File: src/rtl/debug_unit_tx.sv
// ==========================================================================
// debug_unit_tx : snapshots CPU state on halt/dump request and streams it
// as a byte frame. Optional cycle counter: DEBUG_UNIT_CYCLE_COUNT_EN. Rev 1.0
// ==========================================================================
`default_nettype none

module debug_unit_tx #(
   parameter logic [7:0] HEADER = 8'hA5
) (
   input  logic          clk,
   input  logic          reset,
   input  logic [1023:0] du_reg,
   input  logic [255:0]  du_mem,
   input  logic [63:0]   du_if_id,
   input  logic [125:0]  du_id_ex,
   input  logic          du_halt,
   input  logic          dump_req,
   input  logic          tx_ready,
   output logic [7:0]    tx_data,
   output logic          tx_valid,
   output logic          busy,
   output logic          done
);

`ifdef DEBUG_UNIT_CYCLE_COUNT_EN
   localparam int SNAP_W = 1504;
`else
   localparam int SNAP_W = 1472;
`endif
   localparam int         FRAME_LEN = SNAP_W / 8 + 1;
   localparam logic [7:0] LAST_IDX  = 8'(FRAME_LEN - 1);

   typedef enum logic [1:0] {
      IDLE = 2'd0,
      SEND = 2'd1,
      DONE = 2'd2
   } state_t;

   state_t              state, state_next;
   logic [7:0]          idx;
   logic [SNAP_W-1:0]   snap;
   logic [SNAP_W-1:0]   snap_in;
   logic                halt_q;
   logic                trigger;
   logic                accept;

`ifdef DEBUG_UNIT_CYCLE_COUNT_EN
   logic [31:0] cycle_cnt;

   // Counts running cycles; freezes while halted and saturates at all-ones.
   always_ff @(posedge clk or negedge reset) begin
      if (!reset)
         cycle_cnt <= 32'd0;
      else if (!du_halt && cycle_cnt != 32'hFFFF_FFFF)
         cycle_cnt <= cycle_cnt + 32'd1;
   end

   assign snap_in = {cycle_cnt, du_mem, du_reg, 2'b00, du_id_ex, du_if_id};
`else
   assign snap_in = {du_mem, du_reg, 2'b00, du_id_ex, du_if_id};
`endif

   assign accept   = (state == SEND) && tx_ready;
   assign tx_valid = (state == SEND);
   assign busy     = (state == SEND) || (state == DONE);
   assign done     = (state == DONE);
   // Snapshot is consumed from the bottom, so the current byte is always snap[7:0].
   assign tx_data  = (state != SEND) ? 8'h00 : ((idx == 8'd0) ? HEADER : snap[7:0]);

   always_comb begin
      state_next = state;
      trigger    = 1'b0;
      case (state)
         IDLE: begin
            trigger = (du_halt && !halt_q) || dump_req;
            if (trigger)
               state_next = SEND;
         end
         SEND: begin
            if (accept && idx == LAST_IDX)
               state_next = DONE;
         end
         DONE:    state_next = IDLE;
         default: state_next = IDLE;
      endcase
   end

   always_ff @(posedge clk or negedge reset) begin
      if (!reset)
         state <= IDLE;
      else
         state <= state_next;
   end

   always_ff @(posedge clk or negedge reset) begin
      if (!reset) begin
         idx    <= 8'd0;
         snap   <= '0;
         halt_q <= 1'b0;
      end else begin
         halt_q <= du_halt;
         if (trigger) begin
            snap <= snap_in;
            idx  <= 8'd0;
         end else if (accept) begin
            idx <= idx + 8'd1;
            if (idx != 8'd0)
               snap <= snap >> 8;
         end
      end
   end

endmodule

`default_nettype wire
File: config.mk
export PLATFORM = sky130hd
export DESIGN_NAME = debug_unit_tx
export DESIGN_NICKNAME = d
export VERILOG_FILES = /design/src/rtl/debug_unit_tx.sv
export SDC_FILE = /design/constraint.sdc
export NUM_CORES = 2
export LEC_CHECK = 0
export CAP_MARGIN = 10
export CORE_AREA = 2 2 587 589
export CTS_BUF_LIST = sky130_fd_sc_hd__clkbuf_16
export DETAILED_ROUTE_END_ITERATION = 8
export DIE_AREA = 0 0 589 591
export GPL_TIMING_DRIVEN = 1
export PLACE_DENSITY = 0.44
export SLEW_MARGIN = 20
export SYNTH_ARGS = -nofsm -noshare
export SYNTH_HDL_FRONTEND = slang
export SYNTH_SLANG_ARGS = --single-unit
File: constraint.sdc
create_clock -name clk -period 1.7 [get_ports clk]
set_input_delay 0.51 -clock clk [delete_from_list [all_inputs] [get_ports clk]]
set_output_delay 0.51 -clock clk [all_outputs]
set_load 0.01 [all_outputs]
Word level (Yosys, flattened, before mapping)
Cells that the tools add are included.
Widths: inputs -> output; s select.
{"block": "word_totals", "out_inout_bits": 11, "reg_bits": 1483, "elab_cells": 35, "in_bits": 1475}
{"block": "classes", "eq_ne": 6, "n_addsub": 1, "n_reduce_logical": 13, "muxes": 11}
{"cell": "$mux 1472", "n": 3}
{"cell": "$mux 8", "n": 4}
{"cell": "$add 8x1->8 const B", "n": 1}
{"cell": "$eq 8x8->1 const B", "n": 1}
{"cell": "$logic_not 8->1", "n": 1}
{"cell": "$reduce_bool 8->1", "n": 1}
{"cell": "$mux 2", "n": 2}
{"cell": "$ne 2x1->1 const B", "n": 2}
{"cell": "$pmux 2 s2", "n": 1}
{"cell": "$reduce_and 2->1", "n": 2}
{"cell": "$reduce_bool 2->1", "n": 2}
{"cell": "$logic_and 1x1->1", "n": 3}
{"cell": "$eq 2x1->1 const B", "n": 1}
{"cell": "$eq 2x2->1 const B", "n": 1}
{"cell": "$logic_not 2->1", "n": 1}
{"cell": "$logic_or 1x1->1", "n": 2}
{"cell": "$ne 2x2->1 const B", "n": 1}
{"cell": "$logic_not 1->1", "n": 1}
{"cell": "$mux 1", "n": 1}

Longest topological paths before layout
{"block": "logic_depth", "depth_word": 6, "depth_mapped": 9, "depth_no_buf": 6}

Least setup slack after synthesis
Ideal clock, no wire load.
{"block": "synth_timing", "kind": "reg-to-reg", "startpoint": "reg state[1]", "endpoint": "reg snap[1191]", "arrival_ns": 1.798, "path_slack_ns": -0.180, "stages_incl_launch_ff": 10, "t_required_ns": 1.618, "setup_ns": 0.082, "n_path_buf": 3, "period_less_slack_ns": 1.880, "cell_sequence": "dfrtp_1 -> inv_1 -> ha_1 -> nand2_1 -> a21oi_2 -> buf_4 -> buf_2 -> buf_1 -> nor3_1 -> a31oi_1"}
{"block": "synth_between", "elab_chain_len": 4, "word_cells_on_any_way": 8, "classes_between": "eq/ne (1); mux (2); reduce/logical (5)"}
{"item": "start, declared", "line": "39", "rtl": "state_t state, state_next;"}
{"item": "start signal, assigned", "line": "92", "rtl": "state <= state_next;"}
{"item": "$eq 2x1->1"}
{"item": "named net tx_valid", "line": "20", "rtl": "output logic tx_valid,"}
{"item": "$logic_and 1x1->1", "line": "63", "rtl": "assign accept = (state == SEND) && tx_ready;"}
{"item": "$reduce_bool 2->1 (no line)"}
{"item": "$reduce_and 2->1 (no line)"}
{"item": "end signal, assigned", "line": "103", "rtl": "snap <= snap_in;"}
{"item": "end signal, assigned", "line": "108", "rtl": "snap <= snap >> 8;"}
{"item": "end, declared", "line": "41", "rtl": "logic [SNAP_W-1:0] snap;"}
The timed path passes the listed nets, and every way through them passes these cells.
A chain may end at the register's enable or synchronous reset.

Worst setup path in the final report
{"block": "layout_timing", "startpoint": "reg idx[0]", "endpoint": "out tx_data[0]"}
{"block": "layout_between", "elab_chain_len": 3}
{"item": "start, declared", "line": "40", "rtl": "logic [7:0] idx;"}
{"item": "start signal, assigned", "line": "106", "rtl": "idx <= idx + 8'd1;"}
{"item": "$logic_not 8->1", "line": "68", "rtl": "assign tx_data = (state != SEND) ? 8'h00 : ((idx == 8'd0) ? HEADER : snap[7:0]);"}
{"item": "$mux 8 (2 in series)", "line": "68"}
{"item": "end, declared", "line": "19", "rtl": "output logic [7:0] tx_data,"}
No other way between the ends.

==> metrics.cfg <==
[run_status]
status=complete, but fails checks
violations=negative setup slack

[critical_path]
worstPathRequired_ps=1190
crit_path_start=idx[0]
r2r-start=idx[1]
worstSetupPathType=flop to output pin
critPathLaunchType=flop
worstSetupEndpointType=output pin
critPathMaxFanout=4
worstPathArrival_ps=2260
r2r_slack_ps=-920

[synth]
ys_seq_elements=1483
synth_common_cells=nand2_1 (2846), dfrtp_1 (1483), nor3_1 (1417), a31oi_1 (1234), clkbuf_1 (470)
yosysMostFrequentCell=nand2_1
synth.avg_cell_area_um2=8.57
synth_nets=9654
synth_area_leaders=dfrtp_1 (53%), nand2_1 (15%), a31oi_1 (11%)
synth_top_area_share_pct=53.0
ys.flop_type=dfrtp_1
yosys_warnings=0
postSynthCellCount=8173
async_flop_share_pct=100
netlist_area_um2=70000
synth_cell_types=35
yosys.area.top_type=dfrtp_1
synth_enable_flop_cells=0
ys_seq_area_share_pct=53.0

[drt]
vias_per_cell=4.85
postRouteAntennaNets=0
first_pass_iters=6
drtIter0Drc=5750
drt_wl_total_mm=345
wl_per_cell_um=23.8
via_count=70100
drc=0

[layout]
final_cells=14500
n_fill_cell=35600
postLayoutCoreUtil_pct=30.8
nets=11200
drive_above_1_share_pct=15.1
fin_area_um2=105000
area_growth_pct=50.6

[sta]
holdWs_ps=172
tns_ps=-1134770
setup_slack_ps=-1070
hold_violations=0
max_freq_ghz=0.361
period_needed_ps=2770
slew_violations=0
max_slew.worst_pin.slew_ps=543
setup_viol=1487
rsz0062_at_grt=true
clock-skew-final_ps=36.3
slew_headroom_pct=63.8
period_share_pct=163

[power]
comb_power_share_pct=48.7
cellPowerDensity_nw_per_um2=1920
p_int_mw=119
p_seq_share_pct=32.7
peakVddDrop_v=0.000734
p_total_mw=203
swShare_pct=41.2
p_clk_share_pct=18.6
p_sw_mw=83.6
power_leakage_nw=41.6

[grt]
antenna_found_initial=72
grt_pass1_wl_mm=491
gr-total-overflow=0
grt_max_degree=109
grt_pass1_vias=70900
grtUsageTotal_pct=18.7

[cts]
path_clk_slew_ps=60
insertion_delay_ps=830
root_buffer=clkbuf_16
cts_buffers=183
htreeDepth=4
clockBufferDepth=4
cts_tree=done
clock_sinks=1483

[place]
dp_hpwl_mm=251
placed_cell_area_um2=94400
place_ws_ps=-943
routabilityCongestion=0.871
port_buffers=1485
placedCellCount=14000

[die]
die-area_um2=348000
fp.dieW_um=589
num_io_pins=1486
core_area_um2=342000
fp-row-count=215
start_util_pct=20.5
fp.dieH_um=591

[worst_hold_path]
hold_path.startpoint=du_halt
hold_class=primary input to flop

[run]
drv_cap=0

## cells by family (layout without fill, tap and decap cells)
kind of cell	Yosys count	in the layout	share of synthesized area, %
AOI/OAI and AO/OA	1482	1482	14.8
xor gates and xnor gates	7	7	0.0876
adders and majority gates	6	6	0.107
buffers and inverters	810	2520	5.42
DFF	1483	1483	53.0
muxes	49	49	0.702
other	0	24	0
and+or+nand+nor	4336	4336	25.9
## registers in the layout (all words and copies together), names as in the netlist
register and cells:
idx 8, halt_q 1, snap 1472, state 2
## repair_timing
item / CTS / global route
endpoints found under the setup margin: 1487 / 1492
setup buffers: 46 / 14
resized for setup: 176 / 287
hold buffers: 1 / 0
cloned: 42 / 37
pin swaps: 9 / 7
hold endpoints to repair: 429 / 0
## critical path, stage by stage (launching register included)
cell     delay, ps
dfrtp_1        370
inv_1           70
ha_2           170
nor3b_4        250
and2_4         230
buf_6          120
o21a_1         120
buf_6          110
## placed cells by master, fill, tap and decap left out, drive strengths merged, types with 2 or more instances in the layout
cell type	n
nor2	56
nor3	1417
xor2	6
inv	52
dfrtp	1483
and2	2
o21a	5
mux2i	48
a21oi	48
ha	6
clkinv	76
clkbuf	214
bufinv	10
a31oi	1416
nand2	2846
bufbuf	20
o21ai	11
nand4	4
buf	673
and3	6
diode	24
clkdlybuf4s50	1473
## metal layers
layer | track usage (%) | share of wire (%) | vias to the layer above
li1 | - | - | 31800
met1 | 24.9 | 44 | 35200
met2 | 30.7 | 47 | 2546
met3 | 3.26 | 6.1 | 471
met4 | 5.84 | 3.2 | 52
met5 | 0 | 0.094 | -
## cell type report
cell class / instances / area (µm²) / share of cell area [%]
Clock buffer: 186 / 4650 / 4.42
Tap cell: 4557 / 5700 / 5.41
Antenna cell: 24 / 60.1 / 0.0570
Timing Repair Buffer: 2195 / 24800 / 23.5
Multi-Input combinational cell: 5880 / 32100 / 30.5
Sequential cell: 1483 / 37100 / 35.2
Inverter: 4 / 17.5 / 0.0166
Clock inverter: 135 / 950 / 0.901
## power groups by stage
stage	Sequential, mW	Clock, mW	Combinational [mW]
CTS	66.3	38.8	90.9
detailed placement	66.6	0	83.5
finish	66.4	37.8	98.7
global route	68.2	40.2	108
global placement	66.4	0	82.2
floorplan	60.9	0	56.7
## worst paths after layout
| kind | end | depth (start not counted) |
|---|---|---|
| worst max-delay path | tx_data[0] | 7 |
| worst min-delay path | halt_q | 1 |
| worst max register to register | snap[50] | 14 |
| worst min register to register | snap[799] | 2 |
| max in group asynchronous | snap[1395] | 4 |
| min in group asynchronous | snap[714] | 3 |
No activity file was read; power rests on OpenSTA's default activity.
